`config.mk`:
```
export PLATFORM = sky130hd
export DESIGN_NAME = tinsel_acc_flit_in_queue
export DESIGN_NICKNAME = d
export VERILOG_FILES = /design/src/rtl/tinsel_noc_pkg.sv /design/src/rtl/tinsel_flit_fifo_mem.sv /design/src/rtl/tinsel_acc_flit_in_queue.sv
export SDC_FILE = /design/constraint.sdc
export NUM_CORES = 1
export LEC_CHECK = 0
export CORE_ASPECT_RATIO = 1.25
export CORE_MARGIN = 3
export CORE_UTILIZATION = 34
export DETAILED_ROUTE_END_ITERATION = 16
export DONT_BUFFER_PORTS = 1
export GPL_ROUTABILITY_DRIVEN = 0
export SLEW_MARGIN = 0
export SYNTH_ARGS = -nofsm -noshare
export SYNTH_HDL_FRONTEND = slang
export SYNTH_SLANG_ARGS = --single-unit
```
`constraint.sdc`:
```
create_clock -name clk -period 5.7 [get_ports clk]
set_clock_uncertainty 0.1 [all_clocks]
set_input_delay 1.14 -clock clk [delete_from_list [all_inputs] [get_ports clk]]
set_output_delay 1.14 -clock clk [all_outputs]
set_load 0.1 [all_outputs]
```
`src/rtl/tinsel_noc_pkg.sv`:
```
// tinsel_noc_pkg: NoC address and flit types shared by the flit queue and the accelerator
package tinsel_noc_pkg;
  typedef struct packed {
    logic       acc;
    logic [1:0] board_y;
    logic [1:0] board_x;
    logic [2:0] mbox_y;
    logic [2:0] mbox_x;
    logic [5:0] thread;
  } NetAddr;
  typedef struct packed {
    NetAddr      dest;
    logic        not_final_flit;
    logic        is_idle_token;
    logic [63:0] payload;
  } Flit;
  localparam int FLIT_WIDTH = $bits(Flit);
endpackage

```
`src/rtl/tinsel_flit_fifo_mem.sv`:
```
// tinsel_flit_fifo_mem: 2**LOG_DEPTH x FLIT_WIDTH register array (clk, we/waddr/wdata write port, raddr/rdata async read port)
module tinsel_flit_fifo_mem
  import tinsel_noc_pkg::*;
#(
  parameter int LOG_DEPTH = 2
) (
  input  logic                  clk,
  input  logic                  we,
  input  logic [LOG_DEPTH-1:0]  waddr,
  input  logic [FLIT_WIDTH-1:0] wdata,
  input  logic [LOG_DEPTH-1:0]  raddr,
  output logic [FLIT_WIDTH-1:0] rdata
);
  logic [FLIT_WIDTH-1:0] mem [2**LOG_DEPTH];
  always_ff @(negedge clk)
    if (we) mem[waddr] <= wdata;
  assign rdata = mem[raddr];
endmodule

```
`src/rtl/tinsel_acc_flit_in_queue.sv`:
```
// tinsel_acc_flit_in_queue: idle-filtering flit FIFO (in_* from NoC, out_* to accelerator, count/almost_full/idle_count status)
module tinsel_acc_flit_in_queue
  import tinsel_noc_pkg::*;
#(
  parameter int LOG_DEPTH = 2,
  parameter int AF_LEVEL  = 3,
  parameter int IDLE_BITS = 16
) (
  input  logic                 clk,
  input  logic                 rst_n,
  input  Flit                  in_data,
  input  logic                 in_valid,
  output logic                 in_ready,
  output Flit                  out_data,
  output logic                 out_valid,
  input  logic                 out_ready,
  output logic [LOG_DEPTH:0]   count,
  output logic                 almost_full,
  output logic [IDLE_BITS-1:0] idle_count
);
  logic [LOG_DEPTH:0] wr_ptr, rd_ptr, wr_nxt, rd_nxt, cnt_nxt;
  logic full, in_fire, out_fire, enq, idle;
  logic [FLIT_WIDTH-1:0] rd_word;
  assign in_ready  = !full;
  assign in_fire   = in_valid && in_ready;
  assign idle      = in_fire && in_data.is_idle_token;
  assign enq       = in_fire && !in_data.is_idle_token;
  assign out_valid = wr_ptr != rd_ptr;
  assign out_fire  = out_valid && out_ready;
  assign wr_nxt    = wr_ptr + (LOG_DEPTH+1)'(enq);
  assign rd_nxt    = rd_ptr + (LOG_DEPTH+1)'(out_fire);
  assign cnt_nxt   = wr_nxt - rd_nxt;
  assign count     = wr_ptr - rd_ptr;
  assign out_data  = Flit'(rd_word);
  tinsel_flit_fifo_mem #(.LOG_DEPTH(LOG_DEPTH)) u_mem (
    .clk   (clk),
    .we    (enq),
    .waddr (wr_ptr[LOG_DEPTH-1:0]),
    .wdata (in_data),
    .raddr (rd_ptr[LOG_DEPTH-1:0]),
    .rdata (rd_word)
  );
  // full and almost_full are computed from next-state pointers so they are registered yet track count
  always_ff @(negedge clk or negedge rst_n)
    if (!rst_n) begin
      wr_ptr      <= '0;
      rd_ptr      <= '0;
      full        <= 1'b0;
      almost_full <= 1'b0;
      idle_count  <= '0;
    end else begin
      wr_ptr      <= wr_nxt;
      rd_ptr      <= rd_nxt;
      full        <= wr_nxt[LOG_DEPTH] != rd_nxt[LOG_DEPTH] && wr_nxt[LOG_DEPTH-1:0] == rd_nxt[LOG_DEPTH-1:0];
      almost_full <= cnt_nxt >= (LOG_DEPTH+1)'(AF_LEVEL);
      if (idle && idle_count != '1) idle_count <= idle_count + IDLE_BITS'(1);
    end
endmodule
```
# After elaboration in Yosys (flattened, before gate mapping)
# Memory sizes are Yosys's and may differ from the RTL's.
# Index checks and enable logic that the tools add are counted.
[word_totals]
latchBits = 0
ram_bits = 332
ff_bits = 24
output_inout_bits = 105
in_bits = 87
rom_bits = 0
n_memories = 1
[classes]
order_cmp = 1
n_bitwise = 0
n_reduce_logical = 8
n_div = 0
mux = 2
multipliers = 0
n_addsub = 5
shift = 0
n_eq_ne = 4
[mem_list]
columns = ["name", "words", "word_bits", "read_ports", "rd_ports_with_merged_regs", "wr", "line_no", "text"]
rows = [
  ["u_mem.mem", 4, 83, 1, 0, 1, "tinsel_flit_fifo_mem.sv:14", "logic [FLIT_WIDTH-1:0] mem [2**LOG_DEPTH];"],
]
[op_table]
columns = ["cell", "count"]
rows = [
  ["$add A16 B1 Y16 const B", 1],
  ["$ne A16 B16 Y1 const B", 1],
  ["$add A3 B1 Y3", 2],
  ["$logic_and A1 B1 Y1", 6],
  ["$sub A3 B3 Y3", 2],
  ["$ge A3 B2 Y1 const B", 1],
  ["$ne A3 B3 Y1", 1],
  ["$eq A2 B2 Y1", 1],
  ["$logic_not A1 Y1", 2],
  ["$mux W1", 2],
  ["$ne A1 B1 Y1", 1],
]

# Longest topological paths before layout
[depth]
word_depth = 6
depth_mapped = 12
mapped_depth_nobuf = 10

# Modules after synthesis
# A second synthesis with hierarchy kept.
[unflattened]
cells_unflattened = 541
area_unflattened_um2 = 13260.2
[modules_own_cells]
columns = ["module", "seq_area_each_um2", "n_inst", "cells_per_inst", "area_per_inst_um2"]
rows = [
  ["tinsel_flit_fifo_mem", 9969.6, 1, 438, 12012.8],
  ["tinsel_acc_flit_in_queue", 600.6, 1, 103, 1247.4],
]

==> run summary <==
The signal on the critical path passes through buf_12 -> buf_12 -> buf_16 -> mux4_2 -> buf_12. The checks that failed: negative setup slack. The capturing element type of the critical path is a primary output.

The synthesis-stage register bit count came out at 356. Counting cells, the worst reg-to-reg path comes to 11. The number of cells on the worst hold path came out at 2. The class of the most critical hold timing path is flip-flop to flip-flop. The placed standard-cell area came out at 16,110 sq um.

The worst slew margin relative to its limit is 35.37%. The critical path start-end classification is flip-flop to primary output. The pin count of the biggest net entering global routing came out at 31.

The number of buffers created by CTS is 37. The placeable core region came out at 38,240 sq um. The average vias per placed instance came out at 4.635. Measured along the y axis, the die boundary spans 226.4 um. In the final design database the tool counted 1,142 nets. The transition time at the pin with the least slew margin came out at 0.9694 ns. The signed area change from the synthesized netlist to the final layout is 42.27%. The count of yosys warnings during synthesis came out at 0.

The global-route congestion overflow total came out at 0. The buffer depth of the longest clock path is 3. The cts-stage hold buffer count came out at 0. The initial utilization of the core area, before any placement, comes to 34.56%. The mapped cell area is 13,220 sq um. The most used flip-flop cell after synthesis is sky130_fd_sc_hd__edfxtp_1.

The tool flagged a number of max-cap violations equal to 0. The routed layout has 7,235 vias. On the final layout, the worst hold slack is 0.4779 ns. The count of H-tree levels built during CTS is 2. The portion of the post-synthesis area used by sequential elements came out at 79.98%. The starting DRC count in detailed routing is 346. The quantity of I/O buffers inserted on ports came out at 0. The via count of the first global-routing pass is 8,760. TritonCTS built the clock tree. The initial antenna violation count is 2. The signal arrival time at the worst endpoint is 5.00 ns.

In the layout the commonest cells are sky130_fd_sc_hd__inv_1, sky130_fd_sc_hd__edfxtp_1, sky130_fd_sc_hd__buf_12. The slowest stage of the critical path belongs to the cell sky130_fd_sc_hd__mux4_2. The horizontal die dimension came out at 182.3 um.

For this run, design rule violations remaining after detail routing come to 0. The distinct cell type count of the synthesized netlist came out at 31. After legalization and detailed placement, the total HPWL measured 17,470 um. The flow ran to the end, but the final reports show violations.

The clock transition at the registers of the reported paths is 0.04 ns. The total clock sinks is 356. In the final timing run, aggregate negative setup slack is -42.83 ns. The post-route netlist has 28.12% of its cells at a drive strength greater than 1. After layout, the worst setup slack is -0.5389 ns. The number of hold violations in the final report came out at 0. The wire length after detailed routing is 29,500 um. The iteration count of the initial detailed-routing pass is 4. Setup repair after global routing could not meet its margin everywhere. The most common cell after layout, fill and taps aside is sky130_fd_sc_hd__inv_1. The most numerous cell type found on the critical path is sky130_fd_sc_hd__buf_12. The area of all placed cells without fillers is 18,800 sq um. The wire length of the first global-routing pass is 45,660 um. In this run the remaining antenna-violating nets after routing total 0. In this run the worst path has a maximum fanout of 9. After synthesis, the mean cell area works out to 24.03 sq um. The mean routed wirelength per cell came out at 18.89 um. Global routing consumed, over all layers together, 14.38% of the routing resources. The required time of the critical path came out at 4.46 ns.

The count of mapped cells out of synthesis came out at 550. 192 I/O pins were placed. The maximum single-stage delay on the critical path is 0.54 ns. The floorplan step defined a die boundary enclosing 41,290 sq um. The proportion of synthesized flip-flops having asynchronous set or reset is 6.742%. The number of cell rows is 80. The number of pins exceeding their max-slew limit in the final report is 0. The number of flops mapped to enable cells by yosys is 332. STA classifies the critical path startpoint as a flip-flop.

The net count of the mapped netlist came out at 648. The clock root buffer is sky130_fd_sc_hd__clkbuf_16. The clock latency on the worst-skew pair came out at 0.52 ns. The count of endpoints failing setup in the final report came out at 87.
[registers in the layout, indices dropped and copies added (netlist names)]
register	count
almost_full	1
rd_ptr	3
idle_count	16
u_mem.mem	332
full	1
wr_ptr	3
[stage by stage]
stage	worst slack (ns)	utilization, %	std cells
floorplan	-0.3913	-	550
global placement	-0.1073	42.14	1151
detailed placement	-0.1578	42.14	1151
CTS	-0.5837	49.00	1557
global route	-0.6083	49.17	1560
finish	-0.5389	49.18	1561
[routing by layer]
metal / GRT usage, % / part of all wire, % / vias up
met2: 24.36 / 54 / 215
met5: 0 / 0 / -
met3: 8.071 / 8.9 / 46
met1: 14.20 / 35 / 3684
met4: 7.104 / 2.2 / 0
li1: - / - / 3290
[logic make-up after synthesis]
kind of cell,share of synthesized area [%]
muxes,14.26
buffers and inverters,0.8805
and+or+nand+nor,2.234
xor gates and xnor gates,1.392
adders and majority gates,1.155
DFF,79.98
AOI/OAI and AO/OA,0.1041
[final timing paths]
check / startpoint / to / slack, ns
worst min register to register: wr_ptr[0]$_DFF_NN0_ / wr_ptr[0]$_DFF_NN0_ / 0.48
min in group asynchronous: rst_n / idle_count[15]$_DFFE_NN0P_ / 2.95
worst max-delay path: rd_ptr[0]$_DFF_NN0_ / out_data[4] / -0.54
worst max register to register: rd_ptr[1]$_DFF_NN0_ / almost_full$_DFF_NN0_ / 2.59
worst min-delay path: wr_ptr[0]$_DFF_NN0_ / wr_ptr[0]$_DFF_NN0_ / 0.48
max in group asynchronous: rst_n / idle_count[8]$_DFFE_NN0P_ / 2.44
[cell type report]
cell class / instances / area [sq um]
Fill cell: 3139 / 19430
Sequential cell: 356 / 10570
Multi-Input combinational cell: 166 / 2625
Timing Repair Buffer: 142 / 2592
Clock inverter: 357 / 1426
Clock buffer: 37 / 925.9
Tap cell: 492 / 615.6
Inverter: 9 / 42.54
Antenna cell: 2 / 5.005
[repair_timing]
action | CTS | global route
resized for setup | 11 | 3
hold endpoints to repair | 0 | 0
pin swaps | 1 | 1
buffers inserted | 9 | 0
gates cloned | 4 | 2
setup endpoints to repair | 87 | 87
[worst max-delay path, delay by kind of cell (launching register included)]
family                 cells  cell delay, ns
buffers and inverters      4            0.65
flip-flops                 1            0.43
multiplexers               1            0.54
[synthesized netlist by cell type, drive strengths merged, types with 2 or more instances]
master	count	area share, %
and3	7	0.33
xor2	17	1.1
inv	10	0.28
ha	9	0.85
dfrtn	24	4.5
and2	2	0.095
fa	2	0.30
buf	11	0.40
mux4	83	14
clkbuf	7	0.20
nor3	6	0.23
nand3	4	0.15
nand4	4	0.28
edfxtp	332	75
nand2	8	0.23
nor3b	2	0.11
nor2	7	0.22
xnor2	4	0.27
nor4	3	0.26
Power is left out: the tool's default activity adds up to more than one toggle a clock period on the data nets, which glitch-free logic cannot reach.
